File: config.mk
export PLATFORM = sky130hd
export DESIGN_NAME = tune_ctrl
export DESIGN_NICKNAME = d
export VERILOG_FILES = /design/src/rtl/tune_pkg.sv /design/src/rtl/en_prescaler.sv /design/src/rtl/tune_ctrl.sv
export SDC_FILE = /design/constraint.sdc
export NUM_CORES = 1
export LEC_CHECK = 0
export ABC_AREA = 1
export BUFFER_PORTS_ARGS = -buffer_cell sky130_fd_sc_hd__buf_2
export CAP_MARGIN = 10
export CORE_MARGIN = 2
export CORE_UTILIZATION = 51
export DETAILED_ROUTE_END_ITERATION = 10
export PLACE_DENSITY_LB_ADDON = 0.12
export SYNTH_ARGS = -nofsm -noshare
export SYNTH_HDL_FRONTEND = slang
export SYNTH_SLANG_ARGS = --single-unit
File: constraint.sdc
create_clock -name clk -period 1.7 [get_ports clk]
set_clock_uncertainty 0.2 [all_clocks]
set_input_delay 0.085 -clock clk [delete_from_list [all_inputs] [get_ports clk]]
set_output_delay 0.085 -clock clk [all_outputs]
set_load 0.01 [all_outputs]
File: src/rtl/tune_pkg.sv
// Shared types and constants for the NCO tuning-word control stage.
package tune_pkg;

  // Write-sequence states: idle, fractional byte write, integer byte write.
  typedef enum logic [1:0] {
    StIdle,
    StWrF,
    StWrR
  } tune_state_e;

  // Tuning word is fixed at two bytes.
  localparam int unsigned TW_W     = 16;
  localparam int unsigned BYTE_W   = 8;
  // Byte lanes within the tuning word.
  localparam int unsigned DIVF_LSB = 0;
  localparam int unsigned DIVR_LSB = 8;
  // Prescale counter width; covers PRESCALE up to 255.
  localparam int unsigned CNT_W    = 8;

endpackage

File: src/rtl/en_prescaler.sv
// Programmable step-strobe generator for the phase accumulator.
// The count holds at its terminal value while 'hold' is high so a step that
// falls inside a write pair is delivered late rather than lost.
module en_prescaler
  import tune_pkg::*;
#(
  parameter int unsigned PRESCALE = 4  // legal range 1..255
) (
  input  logic clk,
  input  logic rst,
  input  logic run,
  input  logic hold,
  output logic en
);

  localparam logic [CNT_W-1:0] TermCount = CNT_W'(PRESCALE - 1);

  logic [CNT_W-1:0] count_q, count_d;
  logic             en_q, en_d;

  // Next count and strobe: clear when stopped, wrap at terminal, hold when blocked.
  always_comb begin
    count_d = count_q;
    en_d    = 1'b0;
    if (!run) begin
      count_d = '0;
    end else if (count_q == TermCount) begin
      if (!hold) begin
        en_d    = 1'b1;
        count_d = '0;
      end
    end else begin
      count_d = count_q + 1'b1;
    end
  end

  // Count and strobe registers with synchronous active-low reset.
  always_ff @(posedge clk) begin
    if (!rst) begin
      count_q <= '0;
      en_q    <= 1'b0;
    end else begin
      count_q <= count_d;
      en_q    <= en_d;
    end
  end

  assign en = en_q;

endmodule

File: src/rtl/tune_ctrl.sv
// Upstream control for the 8-bit NCO: accepts a 16-bit tuning word and writes
// it to the accumulator as fractional byte then integer byte, while generating
// the accumulator step strobe and masking it during the write pair.
module tune_ctrl
  import tune_pkg::*;
#(
  parameter int unsigned PRESCALE = 4  // en period in clk cycles, 1..255
) (
  input  logic              clk,
  input  logic              rst,
  input  logic              run,
  input  logic              tw_valid,
  output logic              tw_ready,
  input  logic [TW_W-1:0]   tw_word,
  output logic [BYTE_W-1:0] data,
  output logic              wr_divf,
  output logic              wr_divr,
  output logic              en,
  output logic              busy,
  output logic              loaded
);

  tune_state_e       state_q, state_d;
  logic [BYTE_W-1:0] divr_q, divr_d;
  logic [BYTE_W-1:0] data_q, data_d;
  logic              wr_divf_q, wr_divf_d;
  logic              wr_divr_q, wr_divr_d;
  logic              loaded_q, loaded_d;
  logic              busy_q, busy_d;
  logic              accept;

  assign tw_ready = (state_q == StIdle) & rst;
  assign accept   = tw_valid & tw_ready;

  // Next-state and registered-output values. Outputs are computed one cycle
  // early so each strobe is high exactly during the matching state.
  always_comb begin
    state_d   = state_q;
    divr_d    = divr_q;
    data_d    = data_q;
    wr_divf_d = 1'b0;
    wr_divr_d = 1'b0;
    loaded_d  = loaded_q;
    unique case (state_q)
      StIdle: begin
        if (accept) begin
          state_d   = StWrF;
          divr_d    = tw_word[DIVR_LSB +: BYTE_W];
          data_d    = tw_word[DIVF_LSB +: BYTE_W];
          wr_divf_d = 1'b1;
        end
      end
      StWrF: begin
        state_d   = StWrR;
        data_d    = divr_q;
        wr_divr_d = 1'b1;
      end
      StWrR: begin
        state_d  = StIdle;
        loaded_d = 1'b1;
      end
      default: state_d = StIdle;
    endcase
    busy_d = (state_d != StIdle);
  end

  // FSM state register.
  always_ff @(posedge clk) begin
    if (!rst) begin
      state_q <= StIdle;
    end else begin
      state_q <= state_d;
    end
  end

  // Capture register and bus/status output registers.
  always_ff @(posedge clk) begin
    if (!rst) begin
      divr_q    <= '0;
      data_q    <= '0;
      wr_divf_q <= 1'b0;
      wr_divr_q <= 1'b0;
      loaded_q  <= 1'b0;
      busy_q    <= 1'b0;
    end else begin
      divr_q    <= divr_d;
      data_q    <= data_d;
      wr_divf_q <= wr_divf_d;
      wr_divr_q <= wr_divr_d;
      loaded_q  <= loaded_d;
      busy_q    <= busy_d;
    end
  end

  assign data    = data_q;
  assign wr_divf = wr_divf_q;
  assign wr_divr = wr_divr_q;
  assign busy    = busy_q;
  assign loaded  = loaded_q;

  // Hold uses next-state busy so en is never high in the same cycle as a
  // write strobe and fires in the first idle cycle after the pair.
  en_prescaler #(
    .PRESCALE(PRESCALE)
  ) u_en_prescaler (
    .clk (clk),
    .rst (rst),
    .run (run),
    .hold(busy_d),
    .en  (en)
  );

endmodule

==> results of run 1 <==
==> cells in the mapped netlist (2+ instances only) <==
| master | count | area share (%) |
|---|---|---|
| inv_1 | 16 | 4.5 |
| nor2_2 | 2 | 0.95 |
| nand2_4 | 2 | 1.7 |
| a21oi_2 | 6 | 4.0 |
| o21ai_1 | 8 | 3.0 |
| a21oi_1 | 13 | 4.9 |
| nand3_1 | 11 | 4.2 |
| dfxtp_1 | 31 | 47 |
| nor3b_1 | 2 | 1.1 |
| nand2_1 | 42 | 12 |
| buf_6 | 4 | 3.4 |
| nor2_1 | 20 | 5.7 |
| o21ai_0 | 4 | 1.5 |
| buf_4 | 2 | 1.1 |
==> timing repair <==
item	4_1_cts	5_1_grt
resized for setup	0	0
hold buffers	18	0
hold endpoints to repair	19	0
==> final cells by class <==
type	count	area, sq um	share of cell area [%]
clock buffers	6	51.3	2.97
clock inverters	2	35.0	2.03
inverters	17	63.8	3.69
multi-input cells	116	574	33.2
flip-flops and latches	31	621	35.9
well taps	30	37.5	2.17
repair buffers	51	345	20.0
==> flip-flops by register name, summed over array words and instances, names as in the netlist <==
register,count
u_en_prescaler.en,1
data,8
busy,1
loaded,1
divr_q,8
u_en_prescaler.count_q,8
state_q,2
wr_divf,1
wr_divr,1
==> through the flow <==
step	cell area (sq um)	worst slack, ns	instances
2_1_floorplan	1320	0.391	171
3_3_place_gp	1460	0.275	227
3_5_place_dp	1460	0.240	227
4_1_cts	1730	0.176	253
5_1_grt	1730	0.0714	253
6_report	1730	0.163	253
==> worst min-delay path, stage by stage <==
cell and delay (ns):
buf_2 0.12, nand3_4 0.24, inv_1 0.06
==> how the worst max path moves through the flow <==
stage	end	depth (start not counted)
2_1_floorplan	u_en_prescaler.count_q[6]	8
3_3_place_gp	data[7]	5
3_5_place_dp	data[7]	5
4_1_cts	u_en_prescaler.count_q[2]	6
5_1_grt	u_en_prescaler.count_q[6]	8
6_report	u_en_prescaler.count_q[2]	6
==> power groups by stage <==
stage	Combinational (W)	Clock, W	Sequential [W]
final	0.000209	0.000602	0.000778
after global routing	0.000235	0.000644	0.000782
after CTS	0.000209	0.000620	0.000777
after detailed placement	0.000175	0	0.000794
after global placement	0.000173	0	0.000792
after floorplan	0.000124	0	0.000801
==> cells by family after synthesis <==
group,after synthesis,share of synthesized area [%]
buffers and inverters,24,9.73
XOR/XNOR,1,0.662
AO/OA/AOI/OAI,32,14.1
flip-flops,31,46.9
adder cells (fa/ha/maj),1,0.945
AND/OR/NAND/NOR,82,27.7
==> metal layers <==
layer  up-vias  share of wire (%)  track usage (%)
met3        12                4.3             6.72
met5         -                  0                0
met4         0                2.9             13.0
met2        29                 51             39.9
met1       560                 42             20.8
li1        648                  -                -
==> summary.txt, run 1 <==
Finish
  • Layout cell share with drive strength beyond 1: between 20% and 30%
  • N_diodes: 0
  • Area grow syn2layout: 30.5%
  • Net count, final: roughly 240
  • Core Util, Final: 69.7%
  • Filler Cells Inserted: 223
  • Commonest non-fill, non-tap cell in the layout: nand2_1
  • Commonest non-fill, non-tap cells in the layout: nand2_1, buf_2, dfxtp_1, nor2_1, dlygate4sd3_1

Power
  • LEAKAGE: around 0.79 nW
  • Comb pwr share: 13.2%
  • Int Pwr: about 0.0012 W
  • Switch Pwr: 0.000386 W
  • Peak supply drop: around 0.75 mV
  • PwrDens: 920 nW/um^2
  • Total Power: approximately 0.0016 W
  • Clock share of power: a little under two fifths
  • Switching Share: 24.3%
  • Power share of the sequential group: 49.0%

Clock network
  • CTS tree: yes
  • # clock sinks: 31
  • Clock transition at the registers of the reported paths: about 0.090 ns
  • Cts bufs inserted: 5
  • Worst-case clock buffer depth: 2
  • Root Buffer: clkbuf_4
  • Setup Fix Bufs, Post-CTS: 0
  • H-tree levels: 2
  • Clk_lat worst skew: 0.33 ns

Worst setup path
  • Critical path's slowest cell: dlygate4sd3_1
  • Worst path max stage delay: 0.73 ns
  • CP Cell Sequence: buf_2 -> dlygate4sd3_1 -> nand2_1 -> inv_2 -> o21ai_0 -> nor3b_1
  • Reg-to-reg endpoint: u_en_prescaler.count_q[6]
  • Worst setup path category: in2reg
  • Setup slack, reg-to-reg: 0.23 ns
  • WP data required: between 1.5 and 2 ns
  • Setup crit end kind: flip-flop
  • CP max FO: 8
  • Worst R2R Start: u_en_prescaler.count_q[1]
  • Delay-heaviest family, CP: buffers and inverters
  • Startpoint types: input port
  • Crit path launch: rst
  • Crit path DAT: 1.59 ns
  • R2R depth: 8
  • Buffer and inverter count on the worst path: 3

Min path
  • Hold path depth: 3
  • Worst Min Path Start: tw_valid
  • Hold EP: state_q[0]
  • Worst hold path type: in2reg

Detailed routing
  • Routed wire per std cell: 11.3 um
  • Drt pass-1 iters: 4
  • Initial drt markers: 25
  • Routed vias: 1,249
  • Vias/cell: 4.94
  • Drt total wl: about 2900 um
  • # DRC: 0
  • ANT nets after route: 0

Timing
  • Period utilization: 90.4%
  • RSZ-0062 raised after global routing: no
  • Final slew viol count: 0
  • Fmax achieved: 651 MHz
  • Worst-margin pin slew: 0.550 ns
  • Min Tclk post-route: 1.54 ns
  • Endpoints failing hold: 0
  • Final setup violation count: 0
  • Relative slew slack: 63.3%
  • Setup TNS Final: 0 ns
  • Hold_ws: approximately 0.026 ns

Yosys
  • Number of synthesized register bits: 31
  • Syn Nets: 192
  • Synth Flop Type: dfxtp_1
  • Post-synthesis cell type count: 22
  • EDFF count, synth: 0
  • Asr flop ratio synth: 0%
  • Post-Syn Area: 1320 sq um
  • Yosys warns: 0
  • Post-Synthesis Cells: 171
  • Synth Area per Inst: 7.74 sq um
  • Seq/Total Area, Yosys: 46.9%

GRT
  • Initial antenna violation count: 0
  • Number of global-route vias before repair: 1,135
  • GRT Resource Usage Total: 21.6%
  • Global route total overflow: 0
  • Global-route wire length before repair: about 4500 um
  • Largest net degree at the start of global routing: 27

Placed design
  • Routability cong.: around 0.79
  • Final HPWL DP: between 1500 and 2000 um
  • Port Buffers: 33

Die
  • Initial Util: 53.4%
  • Die area: 3020 sq um
  • Die X: 54.9 um
  • Core ar.: 2480 sq um
  • Core Rows: 18
  • Die Ht: 54.9 um
  • IO Pins: 34

Flow run
  • Max-cap viol count: 0

Run status
  • Run status: completed
(Power assumes the default switching activity.)
==> run 2: changes to the inputs <==
- BUFFER_PORTS_ARGS: -buffer_cell sky130_fd_sc_hd__buf_2 -> -buffer_cell sky130_fd_sc_hd__buf_4
==> run 2 against run 1 <==
Against the previous run: cell count grew 0.79%; combinational power grew 14%; utilization rose by 3.9 points; final area is 5.6% higher; total power up 2.2%; fmax increased by 1.0%; via count fell by 1.4%; flip-flop and latch count stayed put; sequential power is essentially flat; non-clock buffer count grew 2; count of clock-buffer cells in the layout is the same.
==> summary.txt, run 2 (same netlist as run 1, synthesis figures left out) <==
Detailed routing
  • Drt pass-1 iters: 4
  • Routed vias: 1,232
  • Vias/cell: 4.83
  • Initial drt markers: 14
  • Met3 WL post-DR: 119 um
  • # DRC: 0
  • Met2 wire len: approximately 1700 um
  • Routed wire per std cell: approximately 12 um
  • ANT nets after route: 0
  • Drt total wl: 3130 um
  • Top routing layer used: met4
  • Met1 wire length: between 1000 and 1500 um

Timing
  • Final setup violation count: 0
  • RSZ-0062 raised after global routing: no
  • Final slew viol count: 0
  • Min Tclk post-route: ~1.5 ns
  • Worst-margin pin slew: 0.303 ns
  • Endpoints failing hold: 0
  • Setup TNS Final: 0 ns
  • Relative slew slack: between 70% and 80%
  • Fmax achieved: 658 MHz
  • Period utilization: 89.5%

Finish
  • Commonest non-fill, non-tap cell in the layout: nand2_1
  • Commonest non-fill, non-tap cells in the layout: nand2_1, buf_4, dfxtp_1, nor2_1, dlygate4sd3_1
  • Final Non-Filler Cells: ~260
  • Area grow syn2layout: 37.9%
  • Core Util, Final: 73.7%
  • N_diodes: 0
  • Filler Cells Inserted: 214
  • Seq. cell area: 621 sq um
  • Net count, final: between 200 and 250
  • Multi-input logic area: ~570 sq um
  • Layout cell share with drive strength beyond 1: 24.9%

Clock network
  • Root Buffer: clkbuf_4
  • Worst-case clock buffer depth: 2
  • Clock transition at the registers of the reported paths: 0.09 ns
  • # clock sinks: 31
  • H-tree levels: 2
  • Setup Fix Bufs, Post-CTS: 0
  • Hold_buf cts: 18
  • CTS tree: yes
  • Cts bufs inserted: 5
  • CTS resizes: 0
  • Clk_lat worst skew: 0.33 ns

Die
  • Core ar.: 2480 sq um
  • Core Rows: 18
  • IO Pins: 34
  • Die area: ~3000 sq um
  • Die X: 54.9 um
  • Die Ht: 54.9 um
  • Initial Util: 53.4%

Power
  • LEAKAGE: between 0.8 and 0.9 nW
  • PwrDens: 889 nW/um^2
  • Peak supply drop: 0.728 mV

Worst setup path
  • Worst path max stage delay: 0.53 ns
  • Worst setup path category: in2out
  • Critical path's slowest cell: dlygate4sd3_1
  • Buffer and inverter count on the worst path: 4
  • Startpoint types: input port
  • WP data required: roughly 1.4 ns
  • CP max FO: 10
  • R2R depth: 5
  • Most Frequent Cell on Critical Path: buf_4
  • Crit path DAT: 1.24 ns
  • CP Cell Sequence: dlygate4sd3_1 -> buf_4 -> inv_1 -> nor3_1 -> buf_4
  • Critical path depth: 5
  • Setup crit end kind: primary output
  • Delay-heaviest family, CP: buffers and inverters

GRT
  • Largest net degree at the start of global routing: 27
  • Number of global-route vias before repair: around 1.1k
  • GRT Resource Usage Total: 23.2%
  • Initial antenna violation count: 0
  • Global route total overflow: 0
  • Global-route wire length before repair: 4760 um

Min path
  • Hold path depth: 3
  • Worst hold path type: in2reg

Placed design
  • Final HPWL DP: 1950 um
  • Port Buffers: 33
  • Placed insts: 229
  • Routability cong.: 0.760

Run status
  • Run status: completed

Flow run
  • Max-cap viol count: 0
run 2: changes by cell type in the layout (fill, tap and decap cells not counted), sizes merged:
cell,delta
buf,+2
run 2: per-layer routing:
metal,vias to the layer above,GRT usage (%)
met1,553,25.2
li1,650,-
met3,4,5.65
met5,-,0
met2,25,41.5
met4,0,12.2
run 2: cell type report:
type | count | area share, %
clock buffers | 6 | 2.81
clock inverters | 2 | 1.92
well taps | 30 | 2.06
flip-flops and latches | 31 | 34.0
inverters | 17 | 3.50
repair buffers | 53 | 24.3
multi-input cells | 116 | 31.5
run 2: through the flow:
step	setup slack, ns	instance area, sq um	total power, W	hold slack (ns)
2_1_floorplan	0.391	1320	0.000925	0.0278
3_3_place_gp	0.279	1560	0.000992	0.144
3_5_place_dp	0.229	1560	0.00100	0.160
4_1_cts	0.186	1830	0.00163	0.0237
5_1_grt	0.0577	1830	0.00170	0.0566
6_report	0.179	1830	0.00162	0.0309
run 2: worst reg2reg max path: stages (launching register included):
cell,delay [ns]
dfxtp_1,0.38
nor2_2,0.14
nand3_4,0.26
nand2_4,0.25
nand2_1,0.07
a21oi_1,0.12
run 2: power breakdown:
part / leakage [nW] / internal [W] / switching (W)
clock: 0.0482 / 0.000347 / 0.000257
sequential: 0.253 / 0.000761 / 0.0000183
combinational: 0.514 / 0.000120 / 0.000119
run 2: worst paths after layout:
path | start | endpoint | slack [ns]
setup reg to reg | state_q[0] | data[5] | 0.21
setup / recovery | rst | tw_ready | 0.18
hold / removal | tw_valid | state_q[0] | 0.03
hold reg to reg | divr_q[4] | divr_q[4] | 0.26
==> run 3: changes to the inputs <==
- CORE_UTILIZATION: 51 -> 55
- clock period: 1.7 -> 1.9 ns (I/O delays scaled with it)
==> run 3 against run 2 <==
Against the previous run: global-route usage grew 1.6 points; clock power shrank 35%; combinational power shrank 4%; total power shrank 19%; highest routed layer unchanged; critical path depth is the same; routed wire length grew 3.5%; register-to-register slack lost 0.07 ns; non-clock buffer count grew 4; via count grew 8.1%; largest cell class unchanged; cell count grew 0.78%; count of clock-buffer cells in the layout is the same.
==> summary.txt, run 3 (same netlist as run 1, synthesis figures left out) <==
Die
  • Core Rows: 17
  • Die Ht: roughly 53 um
  • Die X: ~53 um
  • Initial Util: 58.7%
  • Die area: 2820 sq um
  • Core ar.: 2250 sq um
  • IO Pins: 34

Clock network
  • Root Buffer: clkbuf_4
  • # clock sinks: 31
  • CTS tree: yes
  • Worst-case clock buffer depth: 2
  • Clock transition at the registers of the reported paths: 0.10 ns
  • H-tree levels: 2
  • Cts bufs inserted: 5
  • Clk_lat worst skew: about 0.33 ns

Timing
  • Worst-margin pin slew: 0.298 ns
  • Endpoints failing hold: 0
  • Min Tclk post-route: 1.76 ns
  • Period utilization: 92.8%
  • Final setup violation count: 0
  • RSZ-0062 raised after global routing: no
  • Setup TNS Final: 0 ns
  • Relative slew slack: 80.1%
  • Fmax achieved: 567 MHz
  • Final slew viol count: 0

Finish
  • Commonest non-fill, non-tap cells in the layout: nand2_1, buf_4, dfxtp_1, nor2_1, dlygate4sd3_1
  • N_diodes: 0
  • Core Util, Final: 81.7%
  • Net count, final: 250
  • Layout cell share with drive strength beyond 1: 25.3%
  • Filler Cells Inserted: 170
  • Area grow syn2layout: 39.2%
  • Commonest non-fill, non-tap cell in the layout: nand2_1

Worst setup path
  • CP max FO: 11
  • WP data required: 1.92 ns
  • Setup crit end kind: flip-flop
  • Crit path DAT: around 1.8 ns
  • Startpoint types: flip-flop
  • Worst setup path category: reg2reg

Detailed routing
  • ANT nets after route: 0
  • Drt total wl: 3240 um
  • Routed wire per std cell: between 10 and 15 um
  • Vias/cell: 5.18
  • Initial drt markers: 19
  • Routed vias: 1,332
  • # DRC: 0
  • Drt pass-1 iters: 4

Min path
  • Worst hold path type: in2reg

GRT
  • Initial antenna violation count: 0
  • Global-route wire length before repair: between 4000 and 5000 um
  • Largest net degree at the start of global routing: 27
  • Number of global-route vias before repair: 1,215
  • Global route total overflow: 0
  • GRT Resource Usage Total: 24.8%

Run status
  • Run status: completed

Power
  • Switch Pwr: 0.000352 W
  • PwrDens: 716 nW/um^2
  • LEAKAGE: 0.824 nW
  • Peak supply drop: 0.632 mV
  • Clock share of power: 29.7%
  • Switching Share: 26.6%
  • Comb pwr share: 17.4%
  • Int Pwr: 0.000968 W
  • Power share of the sequential group: 52.8%

Placed design
  • Port Buffers: 33
  • Final HPWL DP: 1810 um
  • Routability cong.: 0.747

Flow run
  • Max-cap viol count: 0
[run 3: through the flow]
| step | worst slack (ns) | instance area (sq um) | hold slack [ns] | cells | total power, W |
|---|---|---|---|---|---|
| 4_1_cts | 0.0120 | 1810 | 0.0298 | 253 | 0.00131 |
| 6_report | 0.136 | 1840 | 0.0163 | 257 | 0.00132 |
| 2_1_floorplan | 0.591 | 1320 | 0.0378 | 171 | 0.000828 |
| 3_5_place_dp | 0.449 | 1550 | 0.168 | 226 | 0.000891 |
| 3_3_place_gp | 0.487 | 1550 | 0.161 | 226 | 0.000886 |
| 5_1_grt | 0.0233 | 1840 | 0.00694 | 257 | 0.00139 |
[run 3: critical path, stage by stage (launching register included)]
cell and delay (ns):
dfxtp_1 0.38, nor2_4 0.16, nand3_4 0.16, o21ai_1 0.15
dlygate4sd3_1 0.56, a21oi_1 0.05
[run 3: repair_timing]
action                                  4_1_cts  5_1_grt
hold buffers                                 20        0
setup buffers                                 0        3
endpoints found under the hold margin        19        0
resized for setup                             0        1
endpoints found under the setup margin        0        2
[run 3: power by group through the flow]
stage	clock network [W]	logic (W)	registers (W)
after floorplan	0	0.000111	0.000717
after global placement	0	0.000176	0.000710
after detailed placement	0	0.000180	0.000711
after CTS	0.000395	0.000214	0.000696
after global routing	0.000433	0.000253	0.000701
final	0.000392	0.000230	0.000697
[run 3: path summary, 6_finish.rpt]
check,start,end,slack [ns],cells after the start
setup / recovery,state_q[0],divr_q[4],0.14,5
hold reg to reg,divr_q[1],divr_q[1],0.26,2
hold / removal,tw_valid,state_q[0],0.02,3
setup reg to reg,state_q[0],divr_q[4],0.14,5
[run 3: metal layers]
layer  global-route usage (%)  part of all wire, %  vias up
met5                        0                    0        -
met4                     15.0                  1.9        0
met3                     7.91                  7.6       10
met2                     42.1                   50       65
met1                     26.6                   40      596
li1                         -                    -      661
[run 3: final cells by class]
type / count / area, sq um / share of cell area, %
Sequential cell: 31 / 621 / 33.7
Clock inverter: 1 / 5.00 / 0.272
Timing Repair Buffer: 57 / 478 / 25.9
Tap cell: 28 / 35.0 / 1.90
Inverter: 17 / 63.8 / 3.46
Clock buffer: 6 / 51.3 / 2.78
Multi-Input combinational cell: 117 / 589 / 32.0
